--- config.mk ---
export PLATFORM = sky130hd
export DESIGN_NAME = button_bank
export DESIGN_NICKNAME = d
export VERILOG_FILES = /design/src/rtl/button_bank.sv
export SDC_FILE = /design/constraint.sdc
export NUM_CORES = 1
export LEC_CHECK = 0
export CAP_MARGIN = 20
export CORE_ASPECT_RATIO = 0.8
export CORE_MARGIN = 2
export CORE_UTILIZATION = 40
export CTS_CLUSTER_SIZE = 28
export DETAILED_ROUTE_END_ITERATION = 7
export PLACE_DENSITY = 0.7
export SLEW_MARGIN = 40
export SYNTH_ARGS = -nofsm -noshare
export SYNTH_HDL_FRONTEND = slang
export SYNTH_SLANG_ARGS = --single-unit
--- constraint.sdc ---
create_clock -name clk -period 3.75 [get_ports clk]
set_input_delay 0.5625 -clock clk [delete_from_list [all_inputs] [get_ports clk]]
set_output_delay 0.5625 -clock clk [all_outputs]
set_load 0.01 [all_outputs]
--- src/rtl/button_bank.sv ---
`default_nettype none
// ============================================================================
// button_bank : multi-channel debounced buttons with press counters/repeat
// Revision    : 1.0
// ============================================================================
module button_bank #(
   parameter int N_BTN     = 4,
   parameter int SAT_MAX   = 25,
   parameter int CNT_W     = 16,
   parameter int REP_DELAY = 500,
   parameter int REP_RATE  = 100,
   parameter int WRAP      = 1
) (
   input  logic                   clk,
   input  logic                   rst_n,
   input  logic                   ce,
   input  logic [N_BTN-1:0]       btn_in,
   input  logic [N_BTN-1:0]       rep_en,
   input  logic [N_BTN-1:0]       clr,
   output logic [N_BTN-1:0]       pressed,
   output logic [N_BTN-1:0]       press_p,
   output logic [N_BTN-1:0]       release_p,
   output logic [N_BTN-1:0]       repeat_p,
   output logic [N_BTN*CNT_W-1:0] count
);

   localparam int SAT_W   = $clog2(SAT_MAX + 1);
   localparam int TMR_MAX = (REP_DELAY > REP_RATE) ? REP_DELAY : REP_RATE;
   localparam int TMR_W   = $clog2(TMR_MAX + 1);

   localparam logic [SAT_W-1:0] C_SAT_FULL  = SAT_W'(SAT_MAX);
   localparam logic [TMR_W-1:0] C_REP_DELAY = TMR_W'(REP_DELAY);
   localparam logic [TMR_W-1:0] C_REP_RATE  = TMR_W'(REP_RATE);
   localparam logic [CNT_W-1:0] C_CNT_MAX   = '1;

   typedef enum logic [1:0] {
      IDLE   = 2'd0,
      HELD   = 2'd1,
      REPEAT = 2'd2
   } state_t;

   for (genvar i = 0; i < N_BTN; i++) begin : g_chan
      logic             sync1_q, btn_s_q;
      logic [SAT_W-1:0] sat_q, sat_d;
      state_t           state_q, state_d;
      logic [TMR_W-1:0] tmr_q, tmr_d, tmr_inc;
      logic             pressed_q, pressed_d;
      logic             press_q, press_d, rel_q, rel_d, rep_q, rep_d;
      logic [CNT_W-1:0] cnt_q, cnt_d;
      logic             bump;

      assign tmr_inc = tmr_q + 1'b1;

      always_ff @(posedge clk or negedge rst_n) begin
         if (!rst_n) begin
            sync1_q   <= 1'b0;
            btn_s_q   <= 1'b0;
            sat_q     <= '0;
            state_q   <= IDLE;
            tmr_q     <= '0;
            pressed_q <= 1'b0;
            press_q   <= 1'b0;
            rel_q     <= 1'b0;
            rep_q     <= 1'b0;
            cnt_q     <= '0;
         end else begin
            sync1_q   <= btn_in[i];
            btn_s_q   <= sync1_q;
            sat_q     <= sat_d;
            state_q   <= state_d;
            tmr_q     <= tmr_d;
            pressed_q <= pressed_d;
            press_q   <= press_d;
            rel_q     <= rel_d;
            rep_q     <= rep_d;
            cnt_q     <= cnt_d;
         end
      end

      // FSM decisions use the pre-update integrator value.
      always_comb begin
         sat_d     = sat_q;
         state_d   = state_q;
         tmr_d     = tmr_q;
         pressed_d = pressed_q;
         press_d   = 1'b0;
         rel_d     = 1'b0;
         rep_d     = 1'b0;
         bump      = 1'b0;
         if (ce) begin
            if (btn_s_q && (sat_q != C_SAT_FULL)) begin
               sat_d = sat_q + 1'b1;
            end else if (!btn_s_q && (sat_q != '0)) begin
               sat_d = sat_q - 1'b1;
            end
            case (state_q)
               IDLE: begin
                  if (sat_q == C_SAT_FULL) begin
                     state_d   = HELD;
                     pressed_d = 1'b1;
                     press_d   = 1'b1;
                     bump      = 1'b1;
                     tmr_d     = '0;
                  end
               end
               HELD, REPEAT: begin
                  if (sat_q == '0) begin
                     state_d   = IDLE;
                     pressed_d = 1'b0;
                     rel_d     = 1'b1;
                     tmr_d     = '0;
                  end else if (rep_en[i]) begin
                     if (tmr_inc == ((state_q == HELD) ? C_REP_DELAY : C_REP_RATE)) begin
                        state_d = REPEAT;
                        rep_d   = 1'b1;
                        bump    = 1'b1;
                        tmr_d   = '0;
                     end else begin
                        tmr_d = tmr_inc;
                     end
                  end else begin
                     tmr_d = '0;
                  end
               end
               default: state_d = IDLE;
            endcase
         end
      end

      always_comb begin
         cnt_d = cnt_q;
         if (clr[i]) begin
            cnt_d = '0;
         end else if (bump) begin
            if ((WRAP == 0) && (cnt_q == C_CNT_MAX)) begin
               cnt_d = cnt_q;
            end else begin
               cnt_d = cnt_q + 1'b1;
            end
         end
      end

      assign pressed[i]                = pressed_q;
      assign press_p[i]                = press_q;
      assign release_p[i]              = rel_q;
      assign repeat_p[i]               = rep_q;
      assign count[i*CNT_W +: CNT_W]   = cnt_q;
   end

endmodule
`default_nettype wire

==> impl_metrics.yaml <==
timing:
  fin_tns_setup_ns: 0
  setup_violations: 0
  maxSlewViolCount: 0
  fmax_ghz: 0.317
  rsz0062_at_grt: "false"
  period_share: 0.842
  max_slew.worst_pin.slew_ns: 0.730
  relSlewSlack: 0.510
  min_period_ns: 3.16
  skew_ns: 0.0181
  hold_violations: 0
  fin_ws_ns: 0.592
critical_path:
  startpoint_type: "flip-flop"
  arrival_ns: 3.48
  reg2regPathDepth: 8
  cp.required_ns: 4.08
  ff2ff_setup_slack_ns: 0.59
  endpoint_kind: "flip-flop"
  r2r-start: "g_chan[2].tmr_q[0]$_DFFE_PN0P_"
  worstSetupPathType: "reg -> reg"
  timing.rr.end: "g_chan[2].cnt_q[5]$_DFFE_PN0P_"
  cp_max_fo: 32
yosys:
  yosysTopAreaCell: "dfrtp_1"
  synth_most_common_cell: "dfrtp_1"
  syn_inst: 937
  synth.distinct_cells: 63
  ys_ff_latch: 152
  yosysSeqAreaShare: 0.437
  synthTopCellsByArea: "dfrtp_1, ha_1, a21oi_1, nand2_1, o21ai_0"
  synth_top_area_frac: 0.437
  synthesis.nets: 988
  yosys_warnings: 0
  synth_common_cells: "dfrtp_1, nand2_1, a21oi_1"
  syn_area_per_cell_um2: 9.29
  synthArstFlopShare: 1.00
  synth_ff_type: "dfrtp_1"
  synth_edf_count: 0
  synth_area_um2: 8700
drt:
  post-route-drc-count: 0
  drt-initial-drc-count: 520
  wirelength_um: 18900
  post_drt_wl_per_cell_um: 14.6
  viasPerCell: 5.58
  drtPass1Iterations: 4
  ant_nets: 0
  vias: 7210
die:
  die_y_um: 136
  core_area_um2: 21400
  rows: 48
  die_area_um2: 23000
  io_pins: 95
  start_util: 0.406
  die_w_um: 169
global_routing:
  grt_max_degree: 78
  antenna_found_initial: 0
  grt_pass1_vias: 6736
  overflow: 0
  grtUsageTotal: 0.169
  grt_pass1_wl_um: 31900
cts:
  cts_buffers: 17
  clkTransAtPathRegs_ns: 0.07
  cts_setup_buffers: 0
  ctsHoldBuffers: 0
  clkSinkCount: 152
  cts_htree_levels: 4
  insertion_delay_ns: 0.43
  cts_resized: 0
  cts_buffer_depth: 2
  root_buffer: "clkbuf_16"
  cts_tree: "built"
placement:
  gp_congestion: 0.819
  place_ws_ns: 0.660
  dp_hpwl_um: 12900
  portBuffers: 94
power_and_ir_drop:
  switching_share: 0.303
  p_int_mw: 3.55
  power.density_nw_per_um2: 487
  p_leak_nw: 4.30
  seq_power_share: 0.413
  p_switching_mw: 1.55
  clockPowerShare: 0.364
  power_frac_comb: 0.223
  ir_drop_uv: 275
layout:
  final_layout_size_suffix_gt1_frac: 0.0776
  fill_cells: 1957
  area_delta_synth_final_pct: 20.2
  multi_input_comb_area_um2: 4540
  regArea_um2: 3800
  diodes: 0
  layout.nets: 1056
job:
  max-cap-violations: 0
worst_hold_path:
  hold_path.class: "in -> async"
run_status:
  status: "complete, no violations"
per-layer routing:
| layer | global-route usage | wire (um) | part of all wire | up-vias |
|---|---|---|---|---|
| met5 | 0 | 0 | 0 | - |
| met4 | 0.0465 | 231 | 0.012 | 0 |
| li1 | - | - | - | 3537 |
| met2 | 0.264 | 8480 | 0.45 | 140 |
| met3 | 0.0378 | 657 | 0.035 | 17 |
| met1 | 0.238 | 9480 | 0.50 | 3516 |
how the worst max path moves through the flow:
stage                                              start                               to  slack, ns  depth (start not counted)
final                     g_chan[2].tmr_q[0]$_DFFE_PN0P_   g_chan[2].cnt_q[5]$_DFFE_PN0P_       0.59                          8
after global routing      g_chan[2].tmr_q[0]$_DFFE_PN0P_   g_chan[2].cnt_q[5]$_DFFE_PN0P_       0.33                          8
after CTS                 g_chan[2].tmr_q[0]$_DFFE_PN0P_   g_chan[2].cnt_q[5]$_DFFE_PN0P_       0.64                          8
after detailed placement  g_chan[2].tmr_q[0]$_DFFE_PN0P_   g_chan[2].cnt_q[5]$_DFFE_PN0P_       0.66                          8
after global placement    g_chan[2].tmr_q[0]$_DFFE_PN0P_  g_chan[2].cnt_q[12]$_DFFE_PN0P_       0.60                          8
after floorplan           g_chan[2].tmr_q[0]$_DFFE_PN0P_  g_chan[2].cnt_q[13]$_DFFE_PN0P_       1.03                          9
final cells by class:
class	count	area share
clock buffers	21	0.0450
clock inverters	11	0.0162
inverters	33	0.0118
multi-input cells	700	0.434
flip-flops and latches	152	0.364
well taps	275	0.0329
repair buffers	101	0.0968
power groups by stage:
stage	Combinational, mW	Clock, mW	Sequential (mW)
finish	1.14	1.86	2.11
global route	1.33	1.97	2.15
floorplan	0.895	0	2.07
global placement	1.09	0	2.13
CTS	1.14	1.90	2.11
detailed placement	1.13	0	2.13
critical path, cell delays in order (launching register included):
cell	delay, ns
dfrtp_1	0.40
ha_1	0.24
nand4_1	0.24
o21a_1	0.26
or4_1	0.48
mux2i_2	0.35
a31oi_4	0.37
or4_1	0.56
a21oi_1	0.16
kinds of logic (layout without fill, tap and decap cells):
logic type      Yosys count  after routing  synth area share
xor+xnor                 36             36            0.0362
buf+inv                  85            166            0.0444
fa+ha+maj                36             36            0.0552
mux                      26             26            0.0336
flops                   152            152             0.437
simple gates            355            355             0.214
compound gates          247            247             0.179
per-stage QoR:
step / area (um^2) / utilization / std cells / hold WS (ns) / total power, mW
floorplan: 8700 / - / 937 / 0.267 / 2.96
global placement: 9780 / 0.456 / 1258 / 0.332 / 3.22
detailed placement: 9790 / 0.457 / 1260 / 0.335 / 3.26
CTS: 10400 / 0.487 / 1292 / 0.202 / 5.15
global route: 10500 / 0.488 / 1293 / 0.0426 / 5.44
finish: 10500 / 0.488 / 1293 / 0.0249 / 5.10
registers in the layout (all words and copies together) (netlist names):
name,count
g_chan.cnt_q,64
g_chan.tmr_q,36
g_chan.sat_q,20
g_chan.state_q,8
g_chan.btn_s_q,4
g_chan.press_q,4
g_chan.pressed_q,4
g_chan.rel_q,4
g_chan.rep_q,4
g_chan.sync1_q,4
placed cells by master (no fill, tap or decap), types with 5 or more instances in the layout:
cell type / n
mux2_2: 23
nand4b_1: 6
nand2b_1: 5
ha_1: 31
o31ai_1: 30
and4_1: 8
dfrtp_1: 152
nor3_1: 17
nand2_1: 93
a21o_1: 14
xnor2_1: 19
clkbuf_16: 17
clkdlybuf4s50_1: 92
and3_1: 18
nand3_1: 43
or3_1: 12
inv_1: 33
nand4_1: 18
or4_1: 25
or2_2: 5
o21ai_0: 62
a31oi_1: 11
xor2_1: 17
o211ai_1: 10
and2_1: 10
nor2_1: 58
a21oi_1: 77
a22o_1: 6
nor2b_1: 22
No activity file was read; power rests on OpenSTA's default activity.
